### config.mk
export PLATFORM = sky130hd
export DESIGN_NAME = keypad_emulator_flat
export DESIGN_NICKNAME = d
export VERILOG_FILES = /design/src/rtl/keypad_pkg.sv /design/src/rtl/keypad_emulator_if.sv /design/src/rtl/keypad_row_decode.sv /design/src/rtl/keypad_emulator.sv /design/src/flat_wrapper.sv
export SDC_FILE = /design/constraint.sdc
export NUM_CORES = 1
export LEC_CHECK = 0
export ABC_AREA = 1
export BUFFER_PORTS_ARGS = -buffer_cell sky130_fd_sc_hd__buf_4
export CAP_MARGIN = 20
export CELL_PAD_IN_SITES_DETAIL_PLACEMENT = 1
export CELL_PAD_IN_SITES_GLOBAL_PLACEMENT = 2
export CORE_MARGIN = 2
export CORE_UTILIZATION = 29
export CTS_BUF_LIST = sky130_fd_sc_hd__clkbuf_4 sky130_fd_sc_hd__clkbuf_8
export CTS_CLUSTER_DIAMETER = 30
export DETAILED_ROUTE_END_ITERATION = 7
export HOLD_SLACK_MARGIN = 0.15
export PLACE_DENSITY_LB_ADDON = 0.1
export SYNTH_ARGS = -nofsm -noshare
export SYNTH_HDL_FRONTEND = slang
export SYNTH_HIERARCHICAL = 1
export SYNTH_SLANG_ARGS = --single-unit
### constraint.sdc
create_clock -name clk -period 1.47 [get_ports clk]
set_input_delay 0.0735 -clock clk [delete_from_list [all_inputs] [get_ports clk]]
set_output_delay 0.0735 -clock clk [all_outputs]
set_load 0.01 [all_outputs]
### src/rtl/keypad_pkg.sv
// Shared keypad definitions: emulator state encoding and active-low one-hot
// row/column line constants, common to the keypad emulator and the scanner.
package keypad_pkg;

  typedef enum logic [2:0] {
    IDLE       = 3'd0,
    BOUNCE_ON  = 3'd1,
    HOLD       = 3'd2,
    BOUNCE_OFF = 3'd3,
    DONE       = 3'd4
  } state_e;

  localparam logic [3:0] COL0 = 4'b0111;
  localparam logic [3:0] COL1 = 4'b1011;
  localparam logic [3:0] COL2 = 4'b1101;
  localparam logic [3:0] COL3 = 4'b1110;

  localparam logic [3:0] ROW0 = 4'b0111;
  localparam logic [3:0] ROW1 = 4'b1011;
  localparam logic [3:0] ROW2 = 4'b1101;
  localparam logic [3:0] ROW3 = 4'b1110;

  function automatic logic [3:0] row_line(input logic [1:0] r);
    unique case (r)
      2'd0:    return ROW0;
      2'd1:    return ROW1;
      2'd2:    return ROW2;
      default: return ROW3;
    endcase
  endfunction

endpackage

### src/rtl/keypad_emulator_if.sv
// Scanner-facing and request-facing signals of the keypad emulator.
// master = scanner/test driver side, slave = the emulator itself.
interface keypad_emulator_if #(
  parameter int HOLD_W = 8
);
  logic [3:0]        ColOut;
  logic [3:0]        Row;
  logic [3:0]        KeyCode;
  logic [HOLD_W-1:0] HoldCycles;
  logic              KeyValid;
  logic              KeyAccept;
  logic              Busy;
  logic              PressDone;

  modport master (
    output ColOut, KeyCode, HoldCycles, KeyValid,
    input  Row, KeyAccept, Busy, PressDone
  );

  modport slave (
    input  ColOut, KeyCode, HoldCycles, KeyValid,
    output Row, KeyAccept, Busy, PressDone
  );
endinterface

### src/rtl/keypad_row_decode.sv
// Combinational contact/ColOut/key -> Row mapping; a row line is pulled low
// only while the key is in contact and its column is being driven low.
module keypad_row_decode
  import keypad_pkg::*;
(
  input  logic       contact_i,
  input  logic [3:0] col_i,
  input  logic [3:0] key_i,
  output logic [3:0] row_o
);

  // Column c is carried on ColOut bit 3-c, i.e. the bitwise inverse of c.
  logic [1:0] col_idx;
  assign col_idx = ~key_i[1:0];

  assign row_o = (contact_i && !col_i[col_idx]) ? row_line(key_i[3:2]) : 4'b1111;

endmodule

### src/rtl/keypad_emulator.sv
// Keypad press emulator: accepts a key/duration request and presents the
// contact to a row/column scanner. Define KEYPAD_EMU_BOUNCE_EN for contact bounce.
module keypad_emulator
  import keypad_pkg::*;
#(
  parameter int BOUNCE_LEN = 4,
  parameter int HOLD_W     = 8
) (
  input logic               clk,
  input logic               rst,
  keypad_emulator_if.slave  bus
);

  if (BOUNCE_LEN < 1 || BOUNCE_LEN >= 2**HOLD_W) begin : g_bad_bounce_len
    $error("BOUNCE_LEN must be in 1 .. 2**HOLD_W-1");
  end

  localparam logic [HOLD_W-1:0] CNT_ONE = HOLD_W'(1);

  state_e            state_q;
  logic [HOLD_W-1:0] cnt_q;
  logic              contact_q;
  logic [3:0]        key_q;
  logic              accept_q;
  logic              busy_q;
  logic              done_q;
`ifdef KEYPAD_EMU_BOUNCE_EN
  localparam logic [HOLD_W-1:0] BOUNCE_CNT = HOLD_W'(BOUNCE_LEN);
  logic [HOLD_W-1:0] hold_q;
`endif

  // A zero hold request still produces one cycle of stable contact.
  function automatic logic [HOLD_W-1:0] hold_len(input logic [HOLD_W-1:0] h);
    return (h == '0) ? CNT_ONE : h;
  endfunction

  // NOTE: every register here is assigned with <= so all of them update
  // together from the pre-edge values; a blocking = would leak this cycle's
  // new value into the decisions that follow it in the same block.
  always_ff @(posedge clk) begin
    if (!rst) begin
      state_q   <= IDLE;
      cnt_q     <= '0;
      contact_q <= 1'b0;
      key_q     <= '0;
      accept_q  <= 1'b1;
      busy_q    <= 1'b0;
      done_q    <= 1'b0;
`ifdef KEYPAD_EMU_BOUNCE_EN
      hold_q    <= '0;
`endif
    end else begin
      unique case (state_q)
        IDLE: begin
          if (bus.KeyValid && accept_q) begin
            key_q     <= bus.KeyCode;
            contact_q <= 1'b1;
            accept_q  <= 1'b0;
            busy_q    <= 1'b1;
`ifdef KEYPAD_EMU_BOUNCE_EN
            hold_q    <= bus.HoldCycles;
            cnt_q     <= BOUNCE_CNT;
            state_q   <= BOUNCE_ON;
`else
            cnt_q     <= hold_len(bus.HoldCycles);
            state_q   <= HOLD;
`endif
          end
        end
`ifdef KEYPAD_EMU_BOUNCE_EN
        BOUNCE_ON: begin
          if (cnt_q == CNT_ONE) begin
            cnt_q     <= hold_len(hold_q);
            contact_q <= 1'b1;
            state_q   <= HOLD;
          end else begin
            cnt_q     <= cnt_q - CNT_ONE;
            contact_q <= ~contact_q;
          end
        end
`endif
        HOLD: begin
          if (cnt_q == CNT_ONE) begin
`ifdef KEYPAD_EMU_BOUNCE_EN
            cnt_q     <= BOUNCE_CNT;
            contact_q <= 1'b1;
            state_q   <= BOUNCE_OFF;
`else
            cnt_q     <= '0;
            contact_q <= 1'b0;
            done_q    <= 1'b1;
            state_q   <= DONE;
`endif
          end else begin
            cnt_q <= cnt_q - CNT_ONE;
          end
        end
`ifdef KEYPAD_EMU_BOUNCE_EN
        BOUNCE_OFF: begin
          if (cnt_q == CNT_ONE) begin
            cnt_q     <= '0;
            contact_q <= 1'b0;
            done_q    <= 1'b1;
            state_q   <= DONE;
          end else begin
            cnt_q     <= cnt_q - CNT_ONE;
            contact_q <= ~contact_q;
          end
        end
`endif
        DONE: begin
          done_q   <= 1'b0;
          busy_q   <= 1'b0;
          accept_q <= 1'b1;
          state_q  <= IDLE;
        end
        default: begin
          cnt_q     <= '0;
          contact_q <= 1'b0;
          done_q    <= 1'b0;
          busy_q    <= 1'b0;
          accept_q  <= 1'b1;
          state_q   <= IDLE;
        end
      endcase
    end
  end

  assign bus.KeyAccept = accept_q;
  assign bus.Busy      = busy_q;
  assign bus.PressDone = done_q;

  keypad_row_decode u_row_decode (
    .contact_i (contact_q),
    .col_i     (bus.ColOut),
    .key_i     (key_q),
    .row_o     (bus.Row)
  );

endmodule

### src/flat_wrapper.sv
// flat-port wrapper written by rule: the top's interface ports become plain ports
module keypad_emulator_flat import keypad_pkg::*;
#(
  parameter int BOUNCE_LEN = 4,
  parameter int HOLD_W     = 8
)
  (clk, rst, bus_ColOut, bus_KeyCode, bus_HoldCycles, bus_KeyValid, bus_Row, bus_KeyAccept, bus_Busy, bus_PressDone);
  keypad_emulator_if #(.HOLD_W(HOLD_W)) bus_i ();
  input logic clk;
  input logic rst;
  input wire logic [$bits(bus_i.ColOut)-1:0] bus_ColOut;
  input wire logic [$bits(bus_i.KeyCode)-1:0] bus_KeyCode;
  input wire logic [$bits(bus_i.HoldCycles)-1:0] bus_HoldCycles;
  input wire logic [$bits(bus_i.KeyValid)-1:0] bus_KeyValid;
  output wire logic [$bits(bus_i.Row)-1:0] bus_Row;
  output wire logic [$bits(bus_i.KeyAccept)-1:0] bus_KeyAccept;
  output wire logic [$bits(bus_i.Busy)-1:0] bus_Busy;
  output wire logic [$bits(bus_i.PressDone)-1:0] bus_PressDone;
  assign bus_i.ColOut = bus_ColOut;
  assign bus_i.KeyCode = bus_KeyCode;
  assign bus_i.HoldCycles = bus_HoldCycles;
  assign bus_i.KeyValid = bus_KeyValid;
  assign bus_Row = bus_i.Row;
  assign bus_KeyAccept = bus_i.KeyAccept;
  assign bus_Busy = bus_i.Busy;
  assign bus_PressDone = bus_i.PressDone;
  keypad_emulator #(.BOUNCE_LEN(BOUNCE_LEN), .HOLD_W(HOLD_W)) u_core (.clk(clk), .rst(rst), .bus(bus_i));
endmodule
### Word-level counts from Yosys, hierarchy flattened

Cells that the tools add are included.

| word-level totals | value |
|---|---|
| bits of input ports | 19 |
| register bits | 19 |

| cells by class | value |
|---|---|
| multiplexer cells | 19 |
| add/sub/neg operators | 1 |
| bitwise gates (word level) | 4 |
| reduce and logical (&&, ||, !) cells | 12 |
| order comparisons | 1 |
| eq/ne operators | 7 |

Operator list:

| kind | count |
|---|---|
| $mux W8 | 3 |
| $pmux W8 S3 | 1 |
| $pmux W4 S3 | 1 |
| $reduce_and A2 Y1 | 5 |
| $eq A8 B1 Y1 const B | 1 |
| $logic_not A8 Y1 | 1 |
| $sub A8 B1 Y8 const B | 1 |
| $mux W3 | 2 |
| $pmux W1 S2 | 3 |
| $pmux W3 S2 | 1 |
| $mux W1 | 5 |
| $mux W4 | 1 |
| $ne A2 B1 Y1 const B | 2 |
| $eq A3 B2 Y1 const B | 1 |
| $eq A3 B3 Y1 const B | 1 |
| $logic_not A3 Y1 | 1 |
| $lt A2 B3 Y1 const B | 1 |
| $not A1 Y1 | 3 |
| $pmux W1 S3 | 1 |
| $reduce_and A3 Y1 | 1 |
| $bmux W1 S2 | 1 |
| $eq A2 B1 Y1 const B | 1 |
| $eq A2 B2 Y1 const B | 1 |
| $logic_and A1 B1 Y1 | 2 |
| other kinds (3) | 3 |

### Depth between registers and ports, before layout

Gate-level depths: netlist of run 1.

| logic depth | value |
|---|---|
| depth after elaboration | 6 |
| mapped depth | 9 |
| mapped depth without buffers | 9 |

### By module

Netlist of run 1, hierarchy kept.

Modules (own cells, without submodules):

| module | cells each | area an instance (um^2) | instances | sequential area each (um^2) |
|---|---|---|---|---|
| keypad_emulator | 141 | 970.9 | 1 | 360.3 |
| keypad_row_decode | 20 | 90.1 | 1 | 0.0 |

### Least setup slack after synthesis of run 1

Ideal clock, no wire load.

| timing | value |
|---|---|
| kind | reg-to-reg |
| start point | register u_core.cnt_q[1] |
| end point | register u_core.cnt_q[3] |
| data required time | 1.401 ns |
| path buffers | 0 |
| slack | 0.299 ns |
| period minus slack after synthesis | 1.171 ns |
| stages on the path, launching flop included | 10 |
| arrival time | 1.101 ns |
| cell sequence | dfxtp_1 > inv_1 > ha_1 > nand2_1 > nor2_1 > nor2_4 > nand2_1 > o21ai_1 > nand2_1 > a21oi_2 |

| between the ends | value |
|---|---|
| word-level cells in the longest chain between the ends | 3 |

RTL lines:

| element | line | source |
|---|---|---|
| from (decl) | keypad_emulator.sv:21 | `logic [HOLD_W-1:0] cnt_q;` |
| from (signal assigned) | keypad_emulator.sv:65 | `cnt_q <= hold_len(bus.HoldCycles);` |
| from (signal assigned) | keypad_emulator.sv:95 | `cnt_q <= cnt_q - CNT_ONE;` |
| $sub A8 B1 Y8 or $eq A8 B1 Y1 (tied branches) | keypad_emulator.sv:95, keypad_emulator.sv:83 |  |
| $mux W8 * | keypad_emulator.sv:83 | `if (cnt_q == CNT_ONE) begin` |
| $pmux W8 S3 * | keypad_emulator.sv:53 | `unique case (state_q)` |

Every way passes the cells marked *; elsewhere a longest branch is shown, timed or not.
A chain may end at the register's enable or synchronous reset.

### Worst setup path after layout of run 1

| timing | value |
|---|---|
| start point | register u_core.cnt_q[0] |
| end point | register u_core.cnt_q[2] |

Same word-level chain as after synthesis.

==> results of run 1 <==
==> area by class of cell <==
| cell class | count | area, µm² |
|---|---|---|
| fillers | 449 | 1910 |
| multi-input cells | 121 | 649 |
| flip-flops and latches | 18 | 367 |
| repair buffers | 39 | 315 |
| inverters | 21 | 78.8 |
| well taps | 46 | 57.6 |
| clock buffers | 4 | 36.3 |
==> worst min path at each step <==
stage | slack (ps) | end | start | cells after the start
floorplan | 210 | u_core/key_q[0] | bus_KeyCode[0] | 2
global placement | 300 | u_core/key_q[2] | bus_KeyCode[2] | 3
global route | 170 | u_core/cnt_q[5] | bus_HoldCycles[5] | 5
CTS | 150 | u_core/cnt_q[5] | bus_HoldCycles[5] | 5
detailed placement | 300 | u_core/key_q[2] | bus_KeyCode[2] | 3
finish | 150 | u_core/cnt_q[4] | bus_HoldCycles[4] | 5
==> power groups by stage <==
stage | sequential (mW) | clock, mW | combinational (mW)
5_1_grt | 0.623 | 0.351 | 0.597
4_1_cts | 0.607 | 0.328 | 0.488
3_5_place_dp | 0.618 | 0 | 0.466
3_3_place_gp | 0.616 | 0 | 0.448
6_report | 0.612 | 0.313 | 0.523
2_1_floorplan | 0.604 | 0 | 0.311
==> cells by family after synthesis <==
kind of cell,count (synthesis),synth area share
adders and majority gates,2,0.0236
xor gates and xnor gates,1,0.00826
buffers and inverters,22,0.0778
AOI/OAI and AO/OA,25,0.162
and+or+nand+nor,93,0.389
DFF,18,0.340
==> cell usage after synthesis (all sizes together) <==
cell    instances  area, µm²
a21oi           9       67.6
a211oi          1       7.51
nor2           27        121
nand2          52        205
o21bai          1       7.51
a21o            1       7.51
nor4            1       12.5
o21ai          12       60.1
ha              2       25.0
clkbuf          1       3.75
nand3b          1       7.51
inv            21       78.8
nand4           1       6.26
a31oi           1       21.3
nand3          11       60.1
dfxtp          18        360
xor2            1       8.76
==> worst register-to-register path, cell delays in order, from the launching register on <==
cell and delay, ps:
sky130_fd_sc_hd__dfxtp_1 390, sky130_fd_sc_hd__inv_1 100, sky130_fd_sc_hd__ha_1 270, sky130_fd_sc_hd__xor2_1 230
sky130_fd_sc_hd__nand2_2 90, sky130_fd_sc_hd__nand2_1 70, sky130_fd_sc_hd__nand2_1 60, sky130_fd_sc_hd__a21oi_2 110
==> routing by layer <==
layer | up-vias | track usage | part of all wire
li1 | 592 | - | -
met1 | 543 | 0.231 | 0.47
met2 | 11 | 0.296 | 0.51
met3 | 2 | 0.0156 | 0.017
met4 | 0 | 0.0399 | 0.0060
met5 | - | 0 | 0
==> sequential cells by signal, indices dropped and copies added (netlist names) <==
name                  cells
u_core/state_q            2
u_core/bus.KeyAccept      1
u_core/cnt_q              8
u_core/key_q              4
u_core/bus.PressDone      1
u_core/bus.Busy           1
u_core/contact_q          1
==> repair_timing <==
item	in CTS	in global routing
endpoints found under the hold margin	9	0
setup buffers	0	2
setup endpoints to repair	0	7
hold buffers	9	0
resized for setup	0	15
==> through the flow <==
| stage | utilization | setup WS, ps | TNS [ps] | cells |
|---|---|---|---|---|
| 2_1_floorplan | - | 299 | 0 | 161 |
| 3_3_place_gp | 0.388 | 170 | 0 | 234 |
| 3_5_place_dp | 0.388 | 131 | 0 | 234 |
| 4_1_cts | 0.425 | 78.0 | 0 | 247 |
| 5_1_grt | 0.440 | -3.80 | -3.80 | 249 |
| 6_report | 0.440 | 92.7 | 0 | 249 |
==> impl_metrics.tcl, run 1 <==
set metrics [dict create \
    syn_nets 182 \
    mappedNetlistArea_um2 1060 \
    distinct_cell_type_count_of_the_synthesized_netlist 25 \
    hold_violations_final 0 \
    core_um2 3420 \
    maxSlewHeadroom 0.764 \
    i_o_pin_count 26 \
    tritoncts "done" \
    fin_nets 225 \
    postSynthCellCount 161 \
    ctsRootBufferMaster "sky130_fd_sc_hd__clkbuf_4" \
    timing.critical_path.required_ps 1700 \
    reg2reg_depth 7 \
    cp_num_buf_inv 1 \
    cts.clk_slew.worst_paths_ps 110 \
    wire_per_inst_um 13.4 \
    synth-seq-area-share 0.340 \
    worstSetupEndpoint "u_core/cnt_q[2]" \
    cts-buffers-inserted 3 \
    crit_path_end_kind "flip-flop" \
    setup_violations 0 \
    route.final.wire_length_um 3340 \
    report.final.slew_viol_count 0 \
    power.share.sequential 0.423 \
    p_total_mw 1.45 \
    grt_max_degree 11 \
    initial_util 0.311 \
    mostFrequentLayoutCell "sky130_fd_sc_hd__nand2_1" \
    synthesis.area_per_instance_um2 6.59 \
    worstReg2RegStart "u_core/cnt_q[0]" \
    regToRegSetupSlack_ps 90 \
    die-width_um 64.5 \
    internal_power_mw 0.914 \
    total_leakage_power_nw 0.695 \
    power_frac_clock 0.216 \
    worstPathArrival_ps 1610 \
    most_frequent_cells_in_the_layout "sky130_fd_sc_hd__nand2_1 (47), sky130_fd_sc_hd__buf_4 (30), sky130_fd_sc_hd__nor2_1 (22), sky130_fd_sc_hd__inv_1 (16), sky130_fd_sc_hd__dfxtp_1 (13)" \
    globalRouteTotalUtil 0.171 \
    crit_fanout 5 \
    ys_ff_latch 18 \
    critical_path_depth 7 \
    dp.final_hpwl_um 2490 \
    clk_skew_ps 6.31 \
    port_buffers 25 \
    crit_path_top_delay_cell "sky130_fd_sc_hd__dfxtp_1" \
    yosys_warnings 6 \
    dpl-instance-area_um2 1330 \
    timing.critical_path.from "u_core/cnt_q[0]" \
    ant_nets 0 \
    total_switching_power_mw 0.534 \
    routabilityCongestion 0.827 \
    final_layout_size_suffix_gt1_frac 0.335 \
    power.ir.vdd_worst_mv 0.544 \
    grt_overflow 0 \
    drc 0 \
    ant_cells 0 \
    core.rowCount 21 \
    path_class "reg2reg" \
    finalHoldWorstSlack_ps 154 \
    power.share.switching 0.369 \
    cts_buffer_depth 2 \
    number_of_global_route_vias_before_repair 1199 \
    outcome "finished clean" \
    syn2layout_area_growth_pct 41.7 \
    post_drt_via_cell_ratio 4.61 \
    setup.worst_path.start_class "flip-flop" \
    dr.first_iter.drc_count 24 \
    crit_family "flip-flops" \
    initial_antenna_violation_count 0 \
    maxCapViolations 0 \
    final_cell_area_um2 1500 \
    wire_length_of_the_first_global_routing_pass_um 5550 \
    insertion_delay_ps 290 \
    first_pass_iters 4 \
    post_route_clock_period_utilization 0.937 \
    power_per_unit_of_standard_cell_area_nw_per_um2 963 \
    power_frac_comb 0.361 \
    dieArea_um2 4160 \
    path_common_cell "sky130_fd_sc_hd__nand2_1" \
    worst_slew_pin_slew_ps 354 \
    route.vias.total 1148 \
    reg2reg_to "u_core/cnt_q[2]" \
    numClockSinks 18 \
    floorplan_die_height_um 64.5 \
    worstPathCellList "inv_1, ha_1, xor2_1, nand2_2, nand2_1, nand2_1, a21oi_2" \
    ctsHtreeMaxLevel 1 \
    final_period_minus_worst_setup_slack_ps 1380 \
    hold_path.class "in2reg" \
    critical-path-max-stage-delay_ps 390 \
    fmax_ghz 0.726 \
]
Note: power is estimated with default switching activity, not from simulation.
==> run 2: changes to the inputs <==
--- a/config.mk
+++ b/config.mk
@@ -6,17 +6,18 @@
 export NUM_CORES = 1
 export LEC_CHECK = 0
 export ABC_AREA = 1
-export BUFFER_PORTS_ARGS = -buffer_cell sky130_fd_sc_hd__buf_4
 export CAP_MARGIN = 20
 export CELL_PAD_IN_SITES_DETAIL_PLACEMENT = 1
 export CELL_PAD_IN_SITES_GLOBAL_PLACEMENT = 2
 export CORE_MARGIN = 2
-export CORE_UTILIZATION = 29
+export CORE_UTILIZATION = 34
 export CTS_BUF_LIST = sky130_fd_sc_hd__clkbuf_4 sky130_fd_sc_hd__clkbuf_8
 export CTS_CLUSTER_DIAMETER = 30
 export DETAILED_ROUTE_END_ITERATION = 7
+export DONT_BUFFER_PORTS = 1
 export HOLD_SLACK_MARGIN = 0.15
 export PLACE_DENSITY_LB_ADDON = 0.1
+export SETUP_SLACK_MARGIN = 0.2
 export SYNTH_ARGS = -nofsm -noshare
 export SYNTH_HDL_FRONTEND = slang
 export SYNTH_HIERARCHICAL = 1
==> run 2 against run 1 <==
Count of clock-buffer cells in the layout stayed put. Maximum frequency rose by 2.5%. Critical endpoint is now u_core/cnt_q[3]. Sequential cell count stayed put. Clock skew decreased by 4.1 ps. Total power increased by 1.3%. Largest cell class unchanged. Die area is 14% lower. Non-clock buffer count shrank 19. Largest power group unchanged.
==> impl_metrics.tcl, run 2 (synthesis results as in run 1) <==
set metrics [dict create \
    hold_path.class "in2reg" \
    initial_util 0.353 \
    wire_length_of_the_first_global_routing_pass_um 5130 \
    rsz_0062_raised_after_global_routing "true" \
    final_cell_area_um2 1430 \
    first_pass_iters 4 \
    largest_reg_flops 8 \
    floorplan_die_height_um 59.9 \
    maxCapViolations 0 \
    initial_antenna_violation_count 0 \
    place_worst_setup_slack_ps 67.6 \
    outcome "finished clean" \
    core.rowCount 20 \
    most_frequent_cells_in_the_layout "sky130_fd_sc_hd__nand2_1 (47), sky130_fd_sc_hd__nor2_1 (21), sky130_fd_sc_hd__dlygate4sd3_1 (14), sky130_fd_sc_hd__inv_1 (13)" \
    dr.first_iter.drc_count 53 \
    core_um2 3000 \
    mostFrequentLayoutCell "sky130_fd_sc_hd__nand2_1" \
    cts.clk_slew.worst_paths_ps 100 \
    ant_nets 0 \
    dp.final_hpwl_um 2320 \
    top_regs "u_core/cnt_q x8, u_core/key_q x4, u_core/state_q x2" \
    power.ir.vdd_worst_mv 0.520 \
    insertion_delay_ps 300 \
    crit_path_end_kind "flip-flop" \
    globalRouteTotalUtil 0.200 \
    timing.critical_path.required_ps 1710 \
    i_o_pin_count 26 \
    number_of_global_route_vias_before_repair 1081 \
    ctsHtreeMaxLevel 1 \
    port_buffers 0 \
    worst_slew_pin_slew_ps 386 \
    regMostFlops "u_core/cnt_q" \
    p_total_mw 1.47 \
    final_period_minus_worst_setup_slack_ps 1340 \
    setup_tns_ps 0 \
    setup.worst_path.start_class "flip-flop" \
    maxSlewHeadroom 0.743 \
    ctsRootBufferMaster "sky130_fd_sc_hd__clkbuf_4" \
    post_route_clock_period_utilization 0.914 \
    post_drt_via_cell_ratio 5.20 \
    setup_violations 0 \
    finalHoldWorstSlack_ps 350 \
    cts-buffers-inserted 3 \
    setup_slack_of_the_critical_path_after_layout_ps 126 \
    cts_buffer_depth 2 \
    grt_max_degree 11 \
    wire_per_inst_um 15.3 \
    die-width_um 59.9 \
    hold_violations_final 0 \
    worstPathArrival_ps 1580 \
    tritoncts "done" \
    route.vias.total 1128 \
    dpl-instance-area_um2 1110 \
    fin_nets 206 \
    route.final.wire_length_um 3320 \
    clk_skew_ps 2.16 \
    dieArea_um2 3580 \
    path_class "reg2reg" \
    fmax_ghz 0.744 \
    syn2layout_area_growth_pct 34.9 \
    numClockSinks 18 \
    routabilityCongestion 0.810 \
    ant_cells 0 \
    crit_fanout 8 \
    power_per_unit_of_standard_cell_area_nw_per_um2 1020 \
    grt_overflow 0 \
    report.final.slew_viol_count 0 \
    total_leakage_power_nw 0.613 \
    final_layout_size_suffix_gt1_frac 0.315 \
    drc 0 \
]
## run 2: changes by cell type in the layout (fill, tap and decap cells not counted), moves of 3 or more
| cell | previous run | this run |
|---|---|---|
| sky130_fd_sc_hd__inv_1 | 16 | 13 |
| sky130_fd_sc_hd__nand3_1 | 7 | 3 |
| sky130_fd_sc_hd__dlygate4sd3_1 | 9 | 14 |
| sky130_fd_sc_hd__dfxtp_2 | 5 | 8 |
| sky130_fd_sc_hd__nand3_2 | 4 | 8 |
| sky130_fd_sc_hd__dfxtp_1 | 13 | 8 |
| sky130_fd_sc_hd__buf_4 | 30 | 6 |
## run 2: metal layers
| metal | wire length, µm | vias to the layer above | global-route usage |
|---|---|---|---|
| met5 | 0 | - | 0 |
| met4 | 86 | 0 | 0.0889 |
| met3 | 118 | 9 | 0.0455 |
| met2 | 1630 | 20 | 0.320 |
| met1 | 1480 | 545 | 0.254 |
| li1 | - | 554 | - |
## run 2: final timing paths
kind | slack [ps] | depth (start not counted) | start | to
hold / removal | 350 | 7 | bus_HoldCycles[7] | u_core/cnt_q[0]
setup / recovery | 130 | 9 | u_core/cnt_q[1] | u_core/cnt_q[3]
hold reg to reg | 520 | 2 | u_core/cnt_q[2] | u_core/cnt_q[2]
setup reg to reg | 130 | 9 | u_core/cnt_q[1] | u_core/cnt_q[3]
## run 2: timing repair
action                                 CTS  global route
resized for setup                       16            23
endpoints found under the hold margin   14             1
setup endpoints to repair               14            21
pin swaps                                5             6
setup buffers                            3             1
gates cloned                             0             0
hold buffers                            13             1
## run 2: cell type report
| type | instances | area, µm² |
|---|---|---|
| multi-input combinational | 121 | 709 |
| clock buffer | 4 | 36.3 |
| fill | 392 | 1570 |
| tap | 33 | 41.3 |
| sequential | 18 | 378 |
| inverter | 21 | 81.3 |
| timing repair buffer | 20 | 185 |
## run 2: power breakdown
| group | leakage, nW | total (mW) | switching, mW | internal, mW |
|---|---|---|---|---|
| Combinational | 0.440 | 0.525 | 0.317 | 0.208 |
| Sequential | 0.152 | 0.628 | 0.0791 | 0.549 |
| Clock | 0.0210 | 0.314 | 0.162 | 0.151 |
## run 2: per-stage QoR
stage	cells	utilization
2_1_floorplan	161	-
3_3_place_gp	195	0.371
3_5_place_dp	195	0.371
4_1_cts	215	0.448
5_1_grt	217	0.477
6_report	217	0.477
## run 2: worst max-delay path, cell delays in order, from the launching register on
cell and delay (ps):
sky130_fd_sc_hd__dfxtp_2 370, sky130_fd_sc_hd__inv_4 50, sky130_fd_sc_hd__ha_4 150, sky130_fd_sc_hd__nand2_4 60, sky130_fd_sc_hd__nor2_4 40, sky130_fd_sc_hd__nor2_4 230, sky130_fd_sc_hd__nand2_2 80, sky130_fd_sc_hd__o21ai_1 80
sky130_fd_sc_hd__nand2_1 80, sky130_fd_sc_hd__a21oi_2 120
==> run 3: changes to the inputs <==
--- a/config.mk
+++ b/config.mk
@@ -16,6 +16,7 @@
 export DETAILED_ROUTE_END_ITERATION = 7
 export DONT_BUFFER_PORTS = 1
 export HOLD_SLACK_MARGIN = 0.15
+export MAX_ROUTING_LAYER = met4
 export PLACE_DENSITY_LB_ADDON = 0.1
 export SETUP_SLACK_MARGIN = 0.2
 export SYNTH_ARGS = -nofsm -noshare
==> run 3 against run 2 <==
Sequential share of layout area unchanged. Sequential power about the same. First-iteration DRC count up 5.7%. Critical path depth unchanged. Sequential cell count unchanged. Critical endpoint unchanged. Final area unchanged. Hold slack better by 0.95 ps. Largest cell class unchanged. Cell count unchanged. Non-clock buffer count unchanged. Critical path type unchanged. Total power about the same. Clock power about the same.
==> impl_metrics.tcl, run 3 (synthesis results as in run 1) <==
set metrics [dict create \
    reg2reg_to "u_core/cnt_q[3]" \
    crit_fanout 8 \
    tritoncts "done" \
    crit_path_top_delay_cell "sky130_fd_sc_hd__dfxtp_2" \
    hold_violations_final 0 \
    port_buffers 0 \
    post_route_clock_period_utilization 0.912 \
    maxSlewHeadroom 0.740 \
    path_common_cell "sky130_fd_sc_hd__nor2_4" \
    fmax_ghz 0.746 \
    cts-buffers-inserted 3 \
    final_layout_size_suffix_gt1_frac 0.315 \
    regToRegSetupSlack_ps 130 \
    cp_num_buf_inv 1 \
    hold-path-endpoint "u_core/cnt_q[0]" \
    grt_overflow 0 \
    fillCellCount 392 \
    route.final.wire_length_um 3330 \
    rsz_0062_raised_after_global_routing "true" \
    clk_skew_ps 2.06 \
    outcome "finished clean" \
    ctsHtreeMaxLevel 1 \
    i_o_pin_count 26 \
    hold_depth 7 \
    initial_util 0.353 \
    most_frequent_cells_in_the_layout "sky130_fd_sc_hd__nand2_1 (47), sky130_fd_sc_hd__nor2_1 (21), sky130_fd_sc_hd__dlygate4sd3_1 (14), sky130_fd_sc_hd__inv_1 (13)" \
    total_leakage_power_nw 0.613 \
    grt_max_degree 11 \
    core.rowCount 20 \
    final_period_minus_worst_setup_slack_ps 1340 \
    reg2reg_depth 9 \
    crit_path_end_kind "flip-flop" \
    globalRouteTotalUtil 0.206 \
    setup_tns_ps 0 \
    fin_nets 206 \
    regMostFlops "u_core/cnt_q" \
    die-width_um 59.9 \
    dp.final_hpwl_um 2320 \
    mostFrequentLayoutCell "sky130_fd_sc_hd__nand2_1" \
    crit_family "simple AND/OR/NAND/NOR gates" \
    report.final.slew_viol_count 0 \
    wire_length_of_the_first_global_routing_pass_um 5130 \
    routabilityCongestion 0.822 \
    ctsRootBufferMaster "sky130_fd_sc_hd__clkbuf_4" \
    number_of_global_route_vias_before_repair 1084 \
    numClockSinks 18 \
    dieArea_um2 3580 \
    initial_antenna_violation_count 0 \
    ant_cells 0 \
    area.sequential_um2 378 \
    ant_nets 0 \
    power.ir.vdd_worst_mv 0.520 \
    cts_buffer_depth 2 \
    setup_violations 0 \
    route.vias.total 1131 \
    min_from "bus_HoldCycles[7]" \
    multi_input_comb_area_um2 709 \
    power_per_unit_of_standard_cell_area_nw_per_um2 1030 \
    worstPathArrival_ps 1580 \
    syn2layout_area_growth_pct 34.9 \
    largest_reg_flops 8 \
    insertion_delay_ps 300 \
    hold_path.class "in2reg" \
    core_um2 3000 \
    drc 0 \
    dr.first_iter.drc_count 56 \
    worstReg2RegStart "u_core/cnt_q[1]" \
    top_regs "u_core/cnt_q x8, u_core/key_q x4, u_core/state_q x2" \
    path_class "reg2reg" \
    timing.critical_path.required_ps 1710 \
    finalHoldWorstSlack_ps 351 \
    critical-path-max-stage-delay_ps 370 \
    floorplan_die_height_um 59.9 \
    wire_per_inst_um 15.3 \
    worst_slew_pin_slew_ps 390 \
    first_pass_iters 4 \
    setup.worst_path.start_class "flip-flop" \
    maxCapViolations 0 \
    post_drt_via_cell_ratio 5.21 \
    cts.clk_slew.worst_paths_ps 100 \
    worstPathCellList "inv_4, ha_4, nand2_4, nor2_4, nor2_4, nand2_2, o21ai_1, nand2_1, a21oi_2" \
]
run 3: cell counts in the layout (fill, tap and decap cells not counted):
Identical to the previous run, type by type.
run 3: stage by stage:
step	area (µm²)	instances	setup slack (ps)	total power, mW	util
2_1_floorplan	1060	161	299	0.915	-
3_3_place_gp	1110	195	103	1.00	0.371
3_5_place_dp	1110	195	67.6	1.02	0.371
4_1_cts	1340	215	109	1.41	0.448
5_1_grt	1430	217	38.7	1.59	0.477
6_report	1430	217	129	1.47	0.477
run 3: how the worst max path moves through the flow:
stage                                from         endpoint  slack, ps  cells after the start
after floorplan           u_core/cnt_q[1]  u_core/cnt_q[3]        300                      9
after global placement    u_core/cnt_q[1]  u_core/cnt_q[3]        100                      9
after detailed placement  u_core/cnt_q[1]  u_core/cnt_q[3]         70                      9
after CTS                 u_core/cnt_q[1]  u_core/cnt_q[3]        110                      9
after global routing      u_core/cnt_q[1]  u_core/cnt_q[7]         40                      9
final                     u_core/cnt_q[1]  u_core/cnt_q[3]        130                      9
run 3: worst register-to-register path: cells and delay by family (launching register included):
family | cells | cell delay [ps]
AO/OA/AOI/OAI | 2 | 200
flip-flops | 1 | 370
AND/OR/NAND/NOR | 5 | 500
adder cells (fa/ha/maj) | 1 | 160
buffers and inverters | 1 | 50
run 3: metal layers:
| metal | global-route usage | up-vias | part of all wire |
|---|---|---|---|
| li1 | - | 554 | - |
| met1 | 0.256 | 548 | 0.45 |
| met2 | 0.320 | 20 | 0.49 |
| met3 | 0.0433 | 9 | 0.034 |
| met4 | 0.0889 | 0 | 0.025 |
| met5 | - | - | 0 |
run 3: repair_timing:
action | 4_1_cts | 5_1_grt
hold buffers | 13 | 1
hold endpoints to repair | 14 | 1
endpoints found under the setup margin | 14 | 21
pin swaps | 5 | 6
gates resized for setup | 16 | 23
buffers inserted | 3 | 1
run 3: where the power goes:
part	internal (mW)	switching, mW
Combinational	0.208	0.319
Clock	0.151	0.162
Sequential	0.549	0.0790
Total	0.908	0.560
run 3: layout make-up:
type / count / area share
Sequential cell: 18 / 0.264
Multi-Input combinational cell: 121 / 0.496
Inverter: 21 / 0.0568
Tap cell: 33 / 0.0288
Timing Repair Buffer: 20 / 0.129
Clock buffer: 4 / 0.0253
